===== src/rtl/sha256_pkg.sv =====
// Shared encodings for the double-SHA256 job sequencer and its datapath:
// command codes, select encodings, step-table entry and FSM states.
package sha256_pkg;

  localparam int unsigned CMD_W   = 8;
  localparam int unsigned MBLK_W  = 2;
  localparam int unsigned STEP_W  = 4;
  localparam int unsigned NONCE_W = 32;
  localparam int unsigned TMO_W   = 8;

  localparam logic [CMD_W-1:0] CMD_IDLE        = 8'd0;
  localparam logic [CMD_W-1:0] CMD_LOAD_H      = 8'd10;
  localparam logic [CMD_W-1:0] CMD_HASH        = 8'd20;
  localparam logic [CMD_W-1:0] CMD_SUM_STORE_H = 8'd30;
  localparam logic [CMD_W-1:0] CMD_SUM_STORE_M = 8'd40;

  localparam logic HSRC_IV  = 1'b0;
  localparam logic HSRC_MID = 1'b1;
  localparam logic HDST_MID = 1'b0;
  localparam logic HDST_RES = 1'b1;

  localparam logic [MBLK_W-1:0] MBLK_HDR0  = 2'd0;
  localparam logic [MBLK_W-1:0] MBLK_HDR1  = 2'd1;
  localparam logic [MBLK_W-1:0] MBLK_HASH2 = 2'd2;

  localparam logic [STEP_W-1:0] STEP_FIRST = 4'd0;
  localparam logic [STEP_W-1:0] STEP_MID   = 4'd3;
  localparam logic [STEP_W-1:0] STEP_LAST  = 4'd8;

  typedef struct packed {
    logic [CMD_W-1:0]  cmd;
    logic              hsrc;
    logic              hdst;
    logic [MBLK_W-1:0] mblk;
  } step_t;

  typedef enum logic [2:0] {
    S_IDLE, S_ISSUE, S_WAIT, S_GAP, S_NEXT, S_DONE, S_ERR, S_DRAIN
  } state_e;

endpackage


===== src/rtl/sha256_job_seq_if.sv =====
// Job/host and datapath handshake bundle of the sequencer; slave is the
// sequencer side, master the host/datapath side.
interface sha256_job_seq_if;
  import sha256_pkg::*;

  logic               START;
  logic               ABORT;
  logic [NONCE_W-1:0] NONCE_START;
  logic [NONCE_W-1:0] NONCE_END;
  logic               RDY;
  logic [CMD_W-1:0]   CMD;
  logic               HSRC;
  logic               HDST;
  logic [MBLK_W-1:0]  MBLK;
  logic [NONCE_W-1:0] NONCE;
  logic               BUSY;
  logic               HASH_VLD;
  logic               DONE;
  logic               ERR;

  modport slave (
    input  START, ABORT, NONCE_START, NONCE_END, RDY,
    output CMD, HSRC, HDST, MBLK, NONCE, BUSY, HASH_VLD, DONE, ERR
  );

  modport master (
    output START, ABORT, NONCE_START, NONCE_END, RDY,
    input  CMD, HSRC, HDST, MBLK, NONCE, BUSY, HASH_VLD, DONE, ERR
  );
endinterface


===== src/rtl/sha256_step_rom.sv =====
// Step table: maps a step index to the command and the H-source,
// H-destination and message-block selects issued for it.
module sha256_step_rom
  import sha256_pkg::*;
(
  input  logic [STEP_W-1:0] step,
  output step_t             ent
);

  always_comb begin
    ent = '{cmd: CMD_IDLE, hsrc: HSRC_IV, hdst: HDST_MID, mblk: MBLK_HDR0};
    case (step)
      STEP_W'(0): ent = '{cmd: CMD_LOAD_H,      hsrc: HSRC_IV,  hdst: HDST_MID, mblk: MBLK_HDR0};
      STEP_W'(1): ent = '{cmd: CMD_HASH,        hsrc: HSRC_IV,  hdst: HDST_MID, mblk: MBLK_HDR0};
      STEP_W'(2): ent = '{cmd: CMD_SUM_STORE_H, hsrc: HSRC_IV,  hdst: HDST_MID, mblk: MBLK_HDR0};
      STEP_W'(3): ent = '{cmd: CMD_LOAD_H,      hsrc: HSRC_MID, hdst: HDST_MID, mblk: MBLK_HDR1};
      STEP_W'(4): ent = '{cmd: CMD_HASH,        hsrc: HSRC_MID, hdst: HDST_MID, mblk: MBLK_HDR1};
      STEP_W'(5): ent = '{cmd: CMD_SUM_STORE_M, hsrc: HSRC_MID, hdst: HDST_MID, mblk: MBLK_HDR1};
      STEP_W'(6): ent = '{cmd: CMD_LOAD_H,      hsrc: HSRC_IV,  hdst: HDST_RES, mblk: MBLK_HASH2};
      STEP_W'(7): ent = '{cmd: CMD_HASH,        hsrc: HSRC_IV,  hdst: HDST_RES, mblk: MBLK_HASH2};
      STEP_W'(8): ent = '{cmd: CMD_SUM_STORE_H, hsrc: HSRC_IV,  hdst: HDST_RES, mblk: MBLK_HASH2};
      default: ;
    endcase
  end

endmodule


===== src/rtl/sha256_job_seq.sv =====
// Double-SHA256 nonce-search sequencer: walks the step table per nonce,
// reusing the block-0 midstate, with RDY handshake, timeout and abort drain.
module sha256_job_seq
  import sha256_pkg::*;
#(
  parameter int unsigned TIMEOUT = 255
)
(
  input  logic            CLK,
  input  logic            RST_N,
  sha256_job_seq_if.slave bus
);

  state_e             state;
  logic [STEP_W-1:0]  step;
  logic [NONCE_W-1:0] nonce;
  logic [NONCE_W-1:0] nonce_end;
  logic [TMO_W-1:0]   tmo_cnt;
  logic [CMD_W-1:0]   cmd_q;
  logic               hsrc_q;
  logic               hdst_q;
  logic [MBLK_W-1:0]  mblk_q;
  logic               busy_q;
  logic               hash_vld_q;
  logic               done_q;
  logic               err_q;
  step_t              rom_ent;

  sha256_step_rom u_rom (
    .step (step),
    .ent  (rom_ent)
  );

  always_ff @(posedge CLK) begin
    if (!RST_N) begin
      state      <= S_IDLE;
      step       <= STEP_FIRST;
      nonce      <= '0;
      nonce_end  <= '0;
      tmo_cnt    <= '0;
      cmd_q      <= CMD_IDLE;
      hsrc_q     <= HSRC_IV;
      hdst_q     <= HDST_MID;
      mblk_q     <= MBLK_HDR0;
      busy_q     <= 1'b0;
      hash_vld_q <= 1'b0;
      done_q     <= 1'b0;
      err_q      <= 1'b0;
    end else begin
      hash_vld_q <= 1'b0;
      done_q     <= 1'b0;
      if (bus.ABORT && state != S_IDLE && state != S_DRAIN) begin
        cmd_q <= CMD_IDLE;
        state <= S_DRAIN;
      end else begin
        case (state)
          S_IDLE: begin
            if (bus.START) begin
              state <= S_ISSUE;
              step  <= STEP_FIRST;
              nonce <= bus.NONCE_START;
              // A reversed range collapses to a single nonce
              nonce_end <= (bus.NONCE_START > bus.NONCE_END) ? bus.NONCE_START
                                                             : bus.NONCE_END;
              err_q <= 1'b0;
            end
          end
          S_ISSUE: begin
            cmd_q   <= rom_ent.cmd;
            hsrc_q  <= rom_ent.hsrc;
            hdst_q  <= rom_ent.hdst;
            mblk_q  <= rom_ent.mblk;
            busy_q  <= 1'b1;
            tmo_cnt <= '0;
            state   <= S_WAIT;
          end
          S_WAIT: begin
            if (bus.RDY) begin
              state <= S_GAP;
            end else if (tmo_cnt == TMO_W'(TIMEOUT - 1)) begin
              state <= S_ERR;
            end else begin
              tmo_cnt <= tmo_cnt + TMO_W'(1);
            end
          end
          S_GAP: begin
            cmd_q <= CMD_IDLE;
            if (!bus.RDY) begin
              if (step == STEP_LAST) begin
                hash_vld_q <= 1'b1;
                state      <= S_NEXT;
              end else begin
                step  <= step + STEP_W'(1);
                state <= S_ISSUE;
              end
            end
          end
          S_NEXT: begin
            // End check precedes increment so 0xFFFFFFFF never wraps
            if (nonce == nonce_end) begin
              state <= S_DONE;
            end else begin
              nonce <= nonce + NONCE_W'(1);
              step  <= STEP_MID;
              state <= S_ISSUE;
            end
          end
          S_DONE: begin
            done_q <= 1'b1;
            busy_q <= 1'b0;
            state  <= S_IDLE;
          end
          S_ERR: begin
            cmd_q  <= CMD_IDLE;
            err_q  <= 1'b1;
            busy_q <= 1'b0;
            state  <= S_IDLE;
          end
          S_DRAIN: begin
            cmd_q <= CMD_IDLE;
            if (!bus.RDY) begin
              busy_q <= 1'b0;
              state  <= S_IDLE;
            end
          end
          default: state <= S_IDLE;
        endcase
      end
    end
  end

  // Reset forces the command bus idle without waiting for a clock edge
  assign bus.CMD      = RST_N ? cmd_q : CMD_IDLE;
  assign bus.HSRC     = hsrc_q;
  assign bus.HDST     = hdst_q;
  assign bus.MBLK     = mblk_q;
  assign bus.NONCE    = nonce;
  assign bus.BUSY     = busy_q;
  assign bus.HASH_VLD = hash_vld_q;
  assign bus.DONE     = done_q;
  assign bus.ERR      = err_q;

endmodule


===== src/flat_wrapper.sv =====
// flat-port wrapper written by rule: the top's interface ports become plain ports
module sha256_job_seq_flat import sha256_pkg::*;
#(
  parameter int unsigned TIMEOUT = 255
)
  (CLK, RST_N, bus_START, bus_ABORT, bus_NONCE_START, bus_NONCE_END, bus_RDY, bus_CMD, bus_HSRC, bus_HDST, bus_MBLK, bus_NONCE, bus_BUSY, bus_HASH_VLD, bus_DONE, bus_ERR);
  sha256_job_seq_if bus_i ();
  input  logic CLK;
  input  logic RST_N;
  input wire logic [$bits(bus_i.START)-1:0] bus_START;
  input wire logic [$bits(bus_i.ABORT)-1:0] bus_ABORT;
  input wire logic [$bits(bus_i.NONCE_START)-1:0] bus_NONCE_START;
  input wire logic [$bits(bus_i.NONCE_END)-1:0] bus_NONCE_END;
  input wire logic [$bits(bus_i.RDY)-1:0] bus_RDY;
  output wire logic [$bits(bus_i.CMD)-1:0] bus_CMD;
  output wire logic [$bits(bus_i.HSRC)-1:0] bus_HSRC;
  output wire logic [$bits(bus_i.HDST)-1:0] bus_HDST;
  output wire logic [$bits(bus_i.MBLK)-1:0] bus_MBLK;
  output wire logic [$bits(bus_i.NONCE)-1:0] bus_NONCE;
  output wire logic [$bits(bus_i.BUSY)-1:0] bus_BUSY;
  output wire logic [$bits(bus_i.HASH_VLD)-1:0] bus_HASH_VLD;
  output wire logic [$bits(bus_i.DONE)-1:0] bus_DONE;
  output wire logic [$bits(bus_i.ERR)-1:0] bus_ERR;
  assign bus_i.START = bus_START;
  assign bus_i.ABORT = bus_ABORT;
  assign bus_i.NONCE_START = bus_NONCE_START;
  assign bus_i.NONCE_END = bus_NONCE_END;
  assign bus_i.RDY = bus_RDY;
  assign bus_CMD = bus_i.CMD;
  assign bus_HSRC = bus_i.HSRC;
  assign bus_HDST = bus_i.HDST;
  assign bus_MBLK = bus_i.MBLK;
  assign bus_NONCE = bus_i.NONCE;
  assign bus_BUSY = bus_i.BUSY;
  assign bus_HASH_VLD = bus_i.HASH_VLD;
  assign bus_DONE = bus_i.DONE;
  assign bus_ERR = bus_i.ERR;
  sha256_job_seq #(.TIMEOUT(TIMEOUT)) u_core (.CLK(CLK), .RST_N(RST_N), .bus(bus_i));
endmodule

===== config.mk =====
export PLATFORM = sky130hd
export DESIGN_NAME = sha256_job_seq_flat
export DESIGN_NICKNAME = d
export VERILOG_FILES = /design/src/rtl/sha256_pkg.sv /design/src/rtl/sha256_job_seq_if.sv /design/src/rtl/sha256_step_rom.sv /design/src/rtl/sha256_job_seq.sv /design/src/flat_wrapper.sv
export SDC_FILE = /design/constraint.sdc
export NUM_CORES = 1
export LEC_CHECK = 0
export ABC_AREA = 1
export ABC_CLOCK_PERIOD_IN_PS = 7080
export CAP_MARGIN = 20
export CORE_MARGIN = 2
export CORE_UTILIZATION = 58
export DETAILED_ROUTE_END_ITERATION = 12
export PLACE_DENSITY = 0.95
export SETUP_SLACK_MARGIN = 0.3
export SLEW_MARGIN = 30
export SYNTH_ARGS = -nofsm -noshare
export SYNTH_HDL_FRONTEND = slang
export SYNTH_SLANG_ARGS = --single-unit

===== constraint.sdc =====
create_clock -name CLK -period 7.08 [get_ports CLK]
set_clock_uncertainty 0.1 [all_clocks]
set_input_delay 1.77 -clock CLK [delete_from_list [all_inputs] [get_ports CLK]]
set_output_delay 1.77 -clock CLK [all_outputs]
set_load 0.01 [all_outputs]

### After elaboration in Yosys (flattened, before gate mapping)

Index checks and enable logic that the tools add are counted.

* register bits after elaboration: 95
* bits of input ports: 69
* output and inout port bits: 48
* logic and storage cells: 102

* reductions and logical operators: 23
* equal/unequal tests: 29
* $lt $le $gt $ge: 1
* multiplexer cells: 30
* $add $sub $neg: 3
* bitwise gates (word level): 3

Operators by type and width (count)
* $mux W32: 3
* $pmux W10 S9: 1
* $pmux W32 S2: 1
* $add A32 B1 Y32 const B: 1
* $eq A32 B32 Y1: 1
* $gt A32 B32 Y1: 1
* $pmux W8 S2: 2
* $mux W3: 8
* $mux W8: 3
* $pmux W3 S7: 1
* $eq A4 B3 Y1 const B: 4
* $mux W4: 4
* $ne A2 B2 Y1 const B: 7
* $eq A3 B3 Y1 const B: 4
* $pmux W4 S3: 1
* $reduce_and A4 Y1: 3
* $ne A3 B2 Y1 const B: 3
* $reduce_and A3 Y1: 3
* $reduce_bool A3 Y1: 3
* $add A8 B1 Y8 const B: 1
* $eq A4 B2 Y1 const B: 2
* $eq A8 B8 Y1 const B: 1
* $reduce_bool A2 Y1: 4
* $eq A3 B2 Y1 const B: 2
* other kinds (18): 25

### Depth between registers and ports, before layout

* depth after elaboration: 5
* depth in mapped cells: 18
* gate-level depth less buffers: 17

### Modules after synthesis

From an unflattened synthesis, not the netlist that was laid out.

* cell total of the unflattened synthesis: 1099
* area total of the unflattened synthesis: 6824.0 sq um

By module, submodules not included
* sha256_job_seq: instances 1, cells each 1066, area an instance 6665.1 sq um, seq. area each 1901.8 sq um
* sha256_step_rom: instances 1, cells each 33, area an instance 158.9 sq um, seq. area each 0.0 sq um

### Worst setup path after synthesis

OpenSTA, ideal clock, no wires.

* kind: input to output
* start: input RST_N
* end: output bus_CMD[4]
* stages: 4
* required time: 5.210 ns
* setup slack: 2.888 ns
* arrival: 2.322 ns
* buffers on the path: 2
* path through: clkbuf_1 nand2_1 inv_1 buf_4

* word-level cells in the longest chain between the ends: 1

Ends and longest elaborated chain
* from (decl): line flat_wrapper.sv:9 `input logic RST_N;`
* $mux W8: line sha256_job_seq.sv:133 `assign bus.CMD = RST_N ? cmd_q : CMD_IDLE;`
* to (decl): line flat_wrapper.sv:15 `output wire logic [$bits(bus_i.CMD)-1:0] bus_CMD;`

Every way passes these cells.

### Worst setup path after layout

* start: input RST_N
* end: output bus_CMD[2]

The elaborated chain is that of the path after synthesis.

==> qor.yml <==
outcome:
  status: "finished, final reports clean"
floorplan:
  die_y_um: 111
  io_pins: 117
  initial_core_util_pct: 60.1
  die_w_um: 111
  rows: 38
  dieArea_um2: 12200
  coreArea_um2: 11000
drt:
  ant_nets: 0
  via_count: 7725
  highest_layer: "met4"
  wl_met2_mm: 9.85
  drc: 0
  firstDrtPassIters: 6
  drt_wl_total_mm: 21.6
  first_iter_violations: 816
  met3_length_mm: 2.24
  wl_met1_mm: 8.73
  vias_per_cell: 5.92
  wire_per_inst_um: 16.5
logic_synthesis:
  synth-edff-count: 0
  ys_seq_area_share_pct: 27.0
  synth-seq-cells: 89
  synth-main-ff-cell: "dfxtp_1"
  syn_avg_cell_area_um2: 6.13
  synth_cells: 1076
  syn_area_um2: 6600
  yosysUniqueCellTypes: 40
  ys.warnings.count: 0
  synth-async-reset-ratio_pct: 0
timing:
  worst_slew_pin_slew_ps: 780
  fin_ws_ps: 1840
  final-hold-violation-count: 0
  min_period_over_period_pct: 74.0
  fin_hold_ws_ps: 369
  relSlewSlack_pct: 48.0
  rsz0062_at_grt: "no"
  tns_ps: 0
  setup_violations: 0
  fmax_ghz: 0.191
  drv_slew: 0
  period_needed_ps: 5240
min_path:
  hold_path.startpoint: "u_core.cmd_q[4]"
  hold_end: "u_core.cmd_q[4]"
  hold_class: "reg2reg"
  whs_path_depth: 2
global_route:
  grt_use_total_pct: 34.4
  grt_pass1_vias: 7044
  antenna_found_initial: 0
  grt_pass1_wl_mm: 34.6
  grt_overflow: 0
  grt_start_max_net_pins: 70
critical_path:
  crit_chain: "clkdlybuf4s50_1, nand2_1, inv_1, clkdlybuf4s50_1"
  critPathArrivalTime_ps: 3370
  start_kind: "input port"
  crit_type: "in2out"
  cp_top_family: "buffers and inverters"
  worst_path_most_repeated_cell: "clkdlybuf4s50_1"
  end_kind: "primary output"
  cp_num_buf_inv: 3
  rrSetupSlack_ps: 4210
  slowest_delay_ps: 850
  slowest_stage: "clkdlybuf4s50_1"
  r2r_start: "u_core.state[0]"
  timing.rr.end: "u_core.bus.NONCE[8]"
  crit_required_ps: 5210
  path_max_fanout: 14
  worst-r2r-cell-count: 10
finish:
  seq_area_um2: 1780
  fin_nets: 1269
  fin_area_um2: 8060
  area_growth_pct: 22.1
  diodes: 0
  final.fill_count: 905
  drive_gt1_share_pct: 4.37
  multiInputGateArea_um2: 4080
placed_design:
  place_ws_ps: 1840
  gp_congestion: 1.01
  place_hpwl_mm: 15.8
  port_buffers: 113
  place_area_um2: 7740
job:
  cap_violations: 0
power:
  powerDensity_nw_per_um2: 327
  p_leak_nw: 3.36
  worst_ir_drop_vdd_uv: 176
clock_tree:
  clock_latency_ps: 350
  cts_hold_buf: 0
  clockBufferDepth: 2
  root_buffer: "clkbuf_16"
  cts_setup_buffers: 0
  htree_num_levels: 3
  cts-resized-gates: 0
  clk_pin_slew_ps: 70
  clock_sinks: 89
  cts_tree: "done"
  numCtsBuffers: 9
-- state kept, by name, summed over array words and instances, names as in the netlist --
register,cells
u_core.state,3
u_core.nonce_end,32
u_core.cmd_q,4
u_core.bus.BUSY,1
u_core.bus.DONE,1
u_core.step,4
u_core.bus.HDST,1
u_core.bus.NONCE,32
u_core.bus.ERR,1
u_core.bus.MBLK,1
u_core.tmo_cnt,8
u_core.bus.HASH_VLD,1
-- Yosys cell counts, types with 2 or more instances --
master / instances / area (um^2)
o22ai_1: 3 / 18.8
buf_4: 9 / 67.6
clkbuf_1: 28 / 105
xnor2_1: 13 / 114
nor2_2: 4 / 25.0
buf_2: 10 / 50.1
or2_0: 2 / 12.5
nor3_2: 3 / 30.0
a21oi_1: 97 / 485
a31oi_1: 3 / 18.8
dfxtp_1: 89 / 1780
inv_2: 11 / 41.3
a41oi_1: 2 / 17.5
nand3b_1: 5 / 37.5
nand4_1: 26 / 163
o211ai_1: 2 / 15.0
nand2_2: 2 / 12.5
xor2_1: 12 / 105
o21ai_1: 5 / 25.0
or2_2: 3 / 18.8
inv_1: 128 / 480
nor2_1: 84 / 315
ha_1: 39 / 488
o21ai_0: 44 / 220
nand3_1: 139 / 696
a211oi_1: 2 / 15.0
nor4_1: 3 / 18.8
nand2_1: 281 / 1050
nor3_1: 16 / 80.1
-- layout make-up --
class / instances / area share [%]
clock buffers: 9 / 2.79
clock inverters: 7 / 1.18
inverters: 140 / 6.52
multi-input cells: 802 / 50.6
flip-flops and latches: 89 / 22.1
well taps: 140 / 2.17
repair buffers: 119 / 14.6
-- kinds of logic (layout without fill, tap and decap cells) --
family	count (synthesis)	count (layout)	share of synthesized area [%]
other	1	3	0.0568
XOR/XNOR	25	25	3.32
AND/OR/NAND/NOR	573	573	38.0
adder cells (fa/ha/maj)	39	39	7.39
flip-flops	89	89	27.0
buffers and inverters	187	275	11.3
AO/OA/AOI/OAI	162	162	12.9
-- through the flow --
stage	util, %	std cells	power, W
after floorplan	-	1078	0.00163
after global placement	70.5	1290	0.00205
after detailed placement	70.5	1290	0.00208
after CTS	73.4	1306	0.00260
after global routing	73.4	1306	0.00280
final	73.4	1306	0.00264
-- layout by cell type, fill, tap and decap left out, types with 5 or more instances in the layout --
cell type | Yosys | final
a21oi_1 | 97 | 97
buf_4 | 9 | 6
clkbuf_16 | 0 | 9
clkdlybuf4s50_1 | 0 | 113
dfxtp_1 | 89 | 89
ha_1 | 39 | 39
inv_1 | 128 | 127
inv_2 | 11 | 12
nand2_1 | 281 | 280
nand3_1 | 139 | 139
nand3b_1 | 5 | 5
nand4_1 | 26 | 26
nor2_1 | 84 | 83
nor2_2 | 4 | 5
nor3_1 | 16 | 16
o21ai_0 | 44 | 44
o21ai_1 | 5 | 5
xnor2_1 | 13 | 13
xor2_1 | 12 | 12
-- power breakdown --
part	switching (W)	total [W]	internal [W]	leakage, nW
Sequential	0.000208	0.000844	0.000637	0.727
Clock	0.000213	0.000523	0.000309	0.155
Combinational	0.000782	0.00127	0.000491	2.48
-- metal layers --
layer  vias up  track usage (%)
met5         -                0
met4         0             14.2
met3        76             4.54
met2       481             56.0
met1      3490             45.9
li1       3678                -
-- how the worst max path moves through the flow --
stage / end / slack [ps] / startpoint / depth (start not counted)
final: bus_CMD[2] / 1840 / RST_N / 4
after global routing: bus_CMD[1] / 1790 / RST_N / 4
after CTS: bus_CMD[2] / 1840 / RST_N / 4
after detailed placement: bus_CMD[2] / 1840 / RST_N / 4
after global placement: bus_CMD[2] / 1870 / RST_N / 4
after floorplan: bus_CMD[4] / 2890 / RST_N / 4
-- worst register-to-register path: cells and delay by family (launching register included) --
kind / cells / cell delay [ps]
and+or+nand+nor: 7 / 1620
buffers and inverters: 3 / 640
DFF: 1 / 400
No activity file was read; power rests on OpenSTA's default activity.
